[src/rtl/stop_matrix_ctrl.sv]
// Sequencer for the 16x16 block matrix-multiply core: streams blocks A and B from a
// source BRAM into the core, waits out the compute phase, then drains results to a destination BRAM.
module stop_matrix_ctrl #(
  parameter int DATA_WIDTH     = 8,
  parameter int BLOCK_SIZE     = 16,
  parameter int ADDR_WIDTH     = 10,
  parameter int WORDS          = BLOCK_SIZE * BLOCK_SIZE / 4,
  parameter int COMPUTE_CYCLES = BLOCK_SIZE ** 3
) (
  input  logic                    clk,
  input  logic                    reset,
  input  logic                    start,
  input  logic [ADDR_WIDTH-1:0]   a_base,
  input  logic [ADDR_WIDTH-1:0]   b_base,
  input  logic [ADDR_WIDTH-1:0]   c_base,
  output logic                    busy,
  output logic                    done,
  output logic                    err,
  output logic                    src_en,
  output logic [ADDR_WIDTH-1:0]   src_addr,
  input  logic [4*DATA_WIDTH-1:0] src_rdata,
  output logic                    dst_we,
  output logic [ADDR_WIDTH-1:0]   dst_addr,
  output logic [4*DATA_WIDTH-1:0] dst_wdata,
  output logic                    core_rst_n,
  output logic                    core_valid,
  output logic [4*DATA_WIDTH-1:0] core_data,
  input  logic                    core_o_valid,
  input  logic [2*DATA_WIDTH-1:0] core_result0,
  input  logic [2*DATA_WIDTH-1:0] core_result1
);

  localparam int LOADS   = 2 * WORDS;
  localparam int PAIRS   = BLOCK_SIZE * BLOCK_SIZE / 2;
  localparam int CNT_MAX = (COMPUTE_CYCLES > LOADS) ? COMPUTE_CYCLES : LOADS;
  localparam int CNT_W   = $clog2(CNT_MAX + 1);
  localparam int WIDX_W  = $clog2(WORDS);
  localparam int DIDX_W  = $clog2(PAIRS);

  typedef enum logic [2:0] {
    S_IDLE,
    S_CLR,
    S_LOAD,
    S_COMPUTE,
    S_DRAIN,
    S_FIN
  } state_t;

  state_t                  state_q, state_d;
  logic [CNT_W-1:0]        cnt_q, cnt_d;
  logic [ADDR_WIDTH-1:0]   a_base_q, b_base_q, c_base_q;
  logic                    ld_vld_q;
  logic                    wr_q;
  logic [DIDX_W-1:0]       wr_idx_q;
  logic                    err_q;

  logic                    load_rd;
  logic [ADDR_WIDTH-1:0]   rd_addr;

  // One phase counter is shared by LOAD, COMPUTE and DRAIN; each phase restarts it at zero.
  // NOTE: every signal written in an always_comb gets a default first, so no path can infer a latch.
  always_comb begin
    state_d = state_q;
    cnt_d   = cnt_q;
    case (state_q)
      S_IDLE: begin
        cnt_d = '0;
        if (start) state_d = S_CLR;
      end
      S_CLR: begin
        cnt_d   = '0;
        state_d = S_LOAD;
      end
      S_LOAD: begin
        // The extra count lets the last B word, read one cycle earlier, reach the core.
        if (cnt_q == CNT_W'(LOADS)) begin
          cnt_d   = '0;
          state_d = S_COMPUTE;
        end else begin
          cnt_d = cnt_q + 1'b1;
        end
      end
      S_COMPUTE: begin
        if (cnt_q == CNT_W'(COMPUTE_CYCLES - 1)) begin
          cnt_d   = '0;
          state_d = S_DRAIN;
        end else begin
          cnt_d = cnt_q + 1'b1;
        end
      end
      S_DRAIN: begin
        if (cnt_q == CNT_W'(PAIRS - 1)) begin
          cnt_d   = '0;
          state_d = S_FIN;
        end else begin
          cnt_d = cnt_q + 1'b1;
        end
      end
      S_FIN: begin
        cnt_d   = '0;
        state_d = S_IDLE;
      end
      default: begin
        cnt_d   = '0;
        state_d = S_IDLE;
      end
    endcase
  end

  // Reads cover A words 0..WORDS-1 then B words 0..WORDS-1; address arithmetic wraps naturally.
  always_comb begin
    load_rd = (state_q == S_LOAD) && (cnt_q < CNT_W'(LOADS));
    rd_addr = (cnt_q[WIDX_W] ? b_base_q : a_base_q) + ADDR_WIDTH'(cnt_q[WIDX_W-1:0]);
  end

  // Strobes are gated by reset so an abort stops BRAM traffic in the very cycle it is raised.
  always_comb begin
    busy       = (state_q inside {S_CLR, S_LOAD, S_COMPUTE, S_DRAIN});
    done       = (state_q == S_FIN);
    err        = err_q;
    src_en     = load_rd & ~reset;
    src_addr   = load_rd ? rd_addr : '0;
    core_rst_n = ~reset & (state_q != S_CLR);
    core_valid = (ld_vld_q | (state_q == S_DRAIN)) & ~reset;
    core_data  = ld_vld_q ? src_rdata : '0;
    dst_we     = wr_q & ~reset;
    dst_addr   = wr_q ? (c_base_q + ADDR_WIDTH'(wr_idx_q)) : '0;
    dst_wdata  = wr_q ? {core_result1, core_result0} : '0;
  end

  // NOTE: sequential state uses non-blocking assignments so every flop samples pre-edge values.
  always_ff @(posedge clk) begin
    if (reset) begin
      state_q  <= S_IDLE;
      cnt_q    <= '0;
      a_base_q <= '0;
      b_base_q <= '0;
      c_base_q <= '0;
      ld_vld_q <= 1'b0;
      wr_q     <= 1'b0;
      wr_idx_q <= '0;
      err_q    <= 1'b0;
    end else begin
      state_q  <= state_d;
      cnt_q    <= cnt_d;
      ld_vld_q <= load_rd;
      wr_q     <= (state_q == S_DRAIN);
      if (state_q == S_DRAIN) wr_idx_q <= cnt_q[DIDX_W-1:0];

      if (state_q == S_IDLE && start) begin
        a_base_q <= a_base;
        b_base_q <= b_base;
        c_base_q <= c_base;
        err_q    <= 1'b0;
      end else if (wr_q && (wr_idx_q != DIDX_W'(PAIRS - 1)) && !core_o_valid) begin
        // The core drops o_valid on its final pair, so that write is exempt.
        err_q <= 1'b1;
      end
    end
  end

endmodule

[config.mk]
export PLATFORM = sky130hd
export DESIGN_NAME = stop_matrix_ctrl
export DESIGN_NICKNAME = d
export VERILOG_FILES = /design/src/rtl/stop_matrix_ctrl.sv
export SDC_FILE = /design/constraint.sdc
export NUM_CORES = 1
export LEC_CHECK = 0
export ABC_AREA = 1
export CAP_MARGIN = 20
export CORE_AREA = 2 2 103 105
export CTS_BUF_LIST = sky130_fd_sc_hd__clkbuf_2
export DETAILED_ROUTE_END_ITERATION = 10
export DIE_AREA = 0 0 105 107
export PLACE_DENSITY = 0.77
export SLEW_MARGIN = 20
export SYNTH_ARGS = -nofsm -noshare
export SYNTH_HDL_FRONTEND = slang
export SYNTH_SLANG_ARGS = --single-unit
[constraint.sdc]
create_clock -name clk -period 2.3 [get_ports clk]
set_input_delay 0.23 -clock clk [delete_from_list [all_inputs] [get_ports clk]]
set_output_delay 0.23 -clock clk [all_outputs]
set_load 0.01 [all_outputs]
==> run metrics <==
status complete, but fails checks; violated checks negative setup slack; DR iter-0 viols ~280; flop and latch count out of synthesis 56; Met1 Routed Length 5.23 mm; met2 WL 6.98 mm; fin nets 950; slowest stage cell on the critical path dfxtp_4; Critical Path RT 2070 ps; I/O pin cnt 189; clock tree from TritonCTS built; initial antenna violation count 0; Max stage delay on crit path between 400 and 500 ps; first-pass GRT wire length 20.1 mm; Tcrit/Tclk final 117%; Placed Area slightly below 6000 µm²; Die ar. 11200 µm²; Worst-path clk slew around 280 ps; CTS Sinks 56; RSZ-0062 raised after global routing yes; GPL Wtd Cong 0.889; cells after synthesis approximately 590; # DRC 0; Max Freq around 0.37 GHz; final worst setup slack -395 ps; Max-cap violations 0; final setup vio count 10; later-pin clock latency in the skew report about 450 ps; placed wire-length estimate just under 10 mm; Worst Tran Pin Value 350 ps; crit-path cells nand2_2 -> o21ai_2 -> ha_2 -> inv_2 -> fa_2 -> inv_2 -> nand3_2 -> nand2_2 -> nand2_2 -> a21oi_2 -> buf_4 -> nand3_2 -> a21oi_2 -> buf_2; peak supply drop 0.361 mV; drt pass-1 iters 5; post-synth cell types 34; layout cells sized above 1 24.3%; CTS Buf Count 5; skew final 24.1 ps; sequential element share of the synthesized area 30.8%; synthesized cell area ~3600 µm²; Non-Filler Instances 972; Post-synth EDFFs 0; dpl cells 922; IO Port Bufs 188; num rows 37; drt wl/cell 13.7 µm; Core Area 10100 µm²; area grow syn2layout 79.3%; pwr/cell area 652 nW/µm²; Vias/cell 4.65; Lkg Pwr 3.22 nW; Die Y about 110 µm; CTS Root Cell clkbuf_2; R2R depth 15; WS Path Type register to output port; largest net degree at the start of global routing 62; CTS H-tree depth 2; Most used DFF post-synth dfxtp_1; Net Count, Synth 706; final core utilization 64.7%; Slew Viols, Final 0; Tot GR Track Use 21.9%; vias in the first global route 4267; asr flop ratio synth 0%; filler cell count 876; die width 105 µm; hold depth 3; top layer used by detailed routing met4; Final min period between 2000 and 3000 ps; max_slew headroom 76.4%; Routed Antenna Nets 0; Synth Warn # 0; total gr overflow 0; syn avg cell area slightly above 6 µm²; R2R setup slack 130 ps; ant diodes 0; Arr. time, crit path 2470 ps; Most common cell on crit path nand2_2; fin area 6530 µm²; met3 routed WL 836 µm; Routed Wire Length 13.3 mm; CTS Buffer Depth 2; Initial Util 36.1%; crit end category output port; via count approximately 4500; Critical Path Source Type register; Final Hold Viols 0; cts hold-fix bufs 0; CP Max Fanout 5; Hold WC Path Type primary input to register
timing repair:
item                                    4_1_cts  5_1_grt
resized for setup                           125       59
setup buffers                                37       13
endpoints found under the setup margin       21       20
pin swaps                                    17       35
area by class of cell:
| type | count | area [µm²] | share of cell area, % |
|---|---|---|---|
| tap | 136 | 170 | 2.61 |
| multi-input combinational | 375 | 2220 | 34.1 |
| inverter | 138 | 523 | 8.01 |
| timing repair buffer | 259 | 2380 | 36.5 |
| clock inverter | 2 | 38.8 | 0.594 |
| clock buffer | 6 | 30.0 | 0.460 |
| sequential | 56 | 1160 | 17.8 |
worst max-delay path: cells and delay by family, from the launching register on:
kind	cells	cell delay, ps
compound gates	3	330
fa+ha+maj	2	560
buf+inv	4	360
flops	1	450
simple gates	5	320
report_power, final:
| group | internal (mW) | leakage (nW) | switching, mW | total [mW] |
|---|---|---|---|---|
| sequential | 1.22 | 0.469 | 0.187 | 1.41 |
| clock | 0.193 | 0.0436 | 0.307 | 0.499 |
| combinational | 1.13 | 2.71 | 1.22 | 2.35 |
| total | 2.55 | 3.22 | 1.71 | 4.26 |
cells in the mapped netlist (2+ instances only):
master      n  area, µm²
fa_1        2       40.0
inv_2       6       22.5
xor2_1      7       61.3
nand4_1     3       18.8
nand3_1    19       95.1
clkbuf_1   17       63.8
xnor2_1     2       17.5
nor2_1     55        206
inv_1     131        492
o21a_1      2       15.0
buf_1       2       7.51
ha_1       15        188
nand2_2     6       37.5
nor2_4      2       22.5
a21oi_1    56        280
nor3_1     11       55.1
o21ai_0    55        275
nand2_1   125        469
buf_2       2       10.0
nand3_2     4       40.0
dfxtp_1    56       1120
cells by family (layout without fill, tap and decap cells):
logic type	count (synthesis)	after routing	share of synthesized area (%)
flops	56	56	30.8
buf+inv	160	405	16.7
simple gates	231	231	27.4
compound gates	118	118	16.7
xor+xnor	9	9	2.16
fa+ha+maj	17	17	6.25
routing by layer:
metal / track usage, % / up-vias
li1: - / 2288
met3: 4.56 / 20
met4: 6.29 / 0
met1: 24.1 / 2050
met5: 0 / -
met2: 42.3 / 160
sequential cells by signal, summed over array words and instances, names as in the netlist:
name	count
a_base_q	10
b_base_q	10
c_base_q	10
cnt_q	13
err	1
ld_vld_q	1
state_q	3
wr_idx_q	7
wr_q	1
path summary, 6_finish.rpt:
path / to / startpoint
hold / removal: a_base_q[7] / a_base[7]
setup reg to reg: a_base_q[0] / a_base_q[0]
hold reg to reg: a_base_q[7] / a_base_q[7]
setup / recovery: src_addr[8] / cnt_q[6]
per-stage QoR:
stage	power [mW]	setup slack, ps	hold slack (ps)	setup TNS (ps)
after detailed placement	3.28	-356	434	-1840
after CTS	4.08	-432	337	-3200
after global placement	3.22	-262	432	-1330
after global routing	4.56	-532	340	-4060
final	4.26	-395	350	-2560
after floorplan	2.46	-28.7	302	-28.7
cell usage in the layout, fill, tap and decap left out, types with 5 or more instances in the layout:
master,instances
a21oi_1,48
a21oi_2,8
buf_2,15
buf_4,61
buf_6,8
clkbuf_2,7
clkdlybuf4s50_1,166
dfxtp_1,35
dfxtp_2,16
dfxtp_4,5
ha_1,6
ha_4,8
inv_1,123
inv_2,13
nand2_1,111
nand2_2,18
nand3_1,11
nand3_2,11
nor2_1,52
nor3_1,10
o21ai_0,45
o21ai_2,6
xor2_1,6
(Power assumes the default switching activity.)
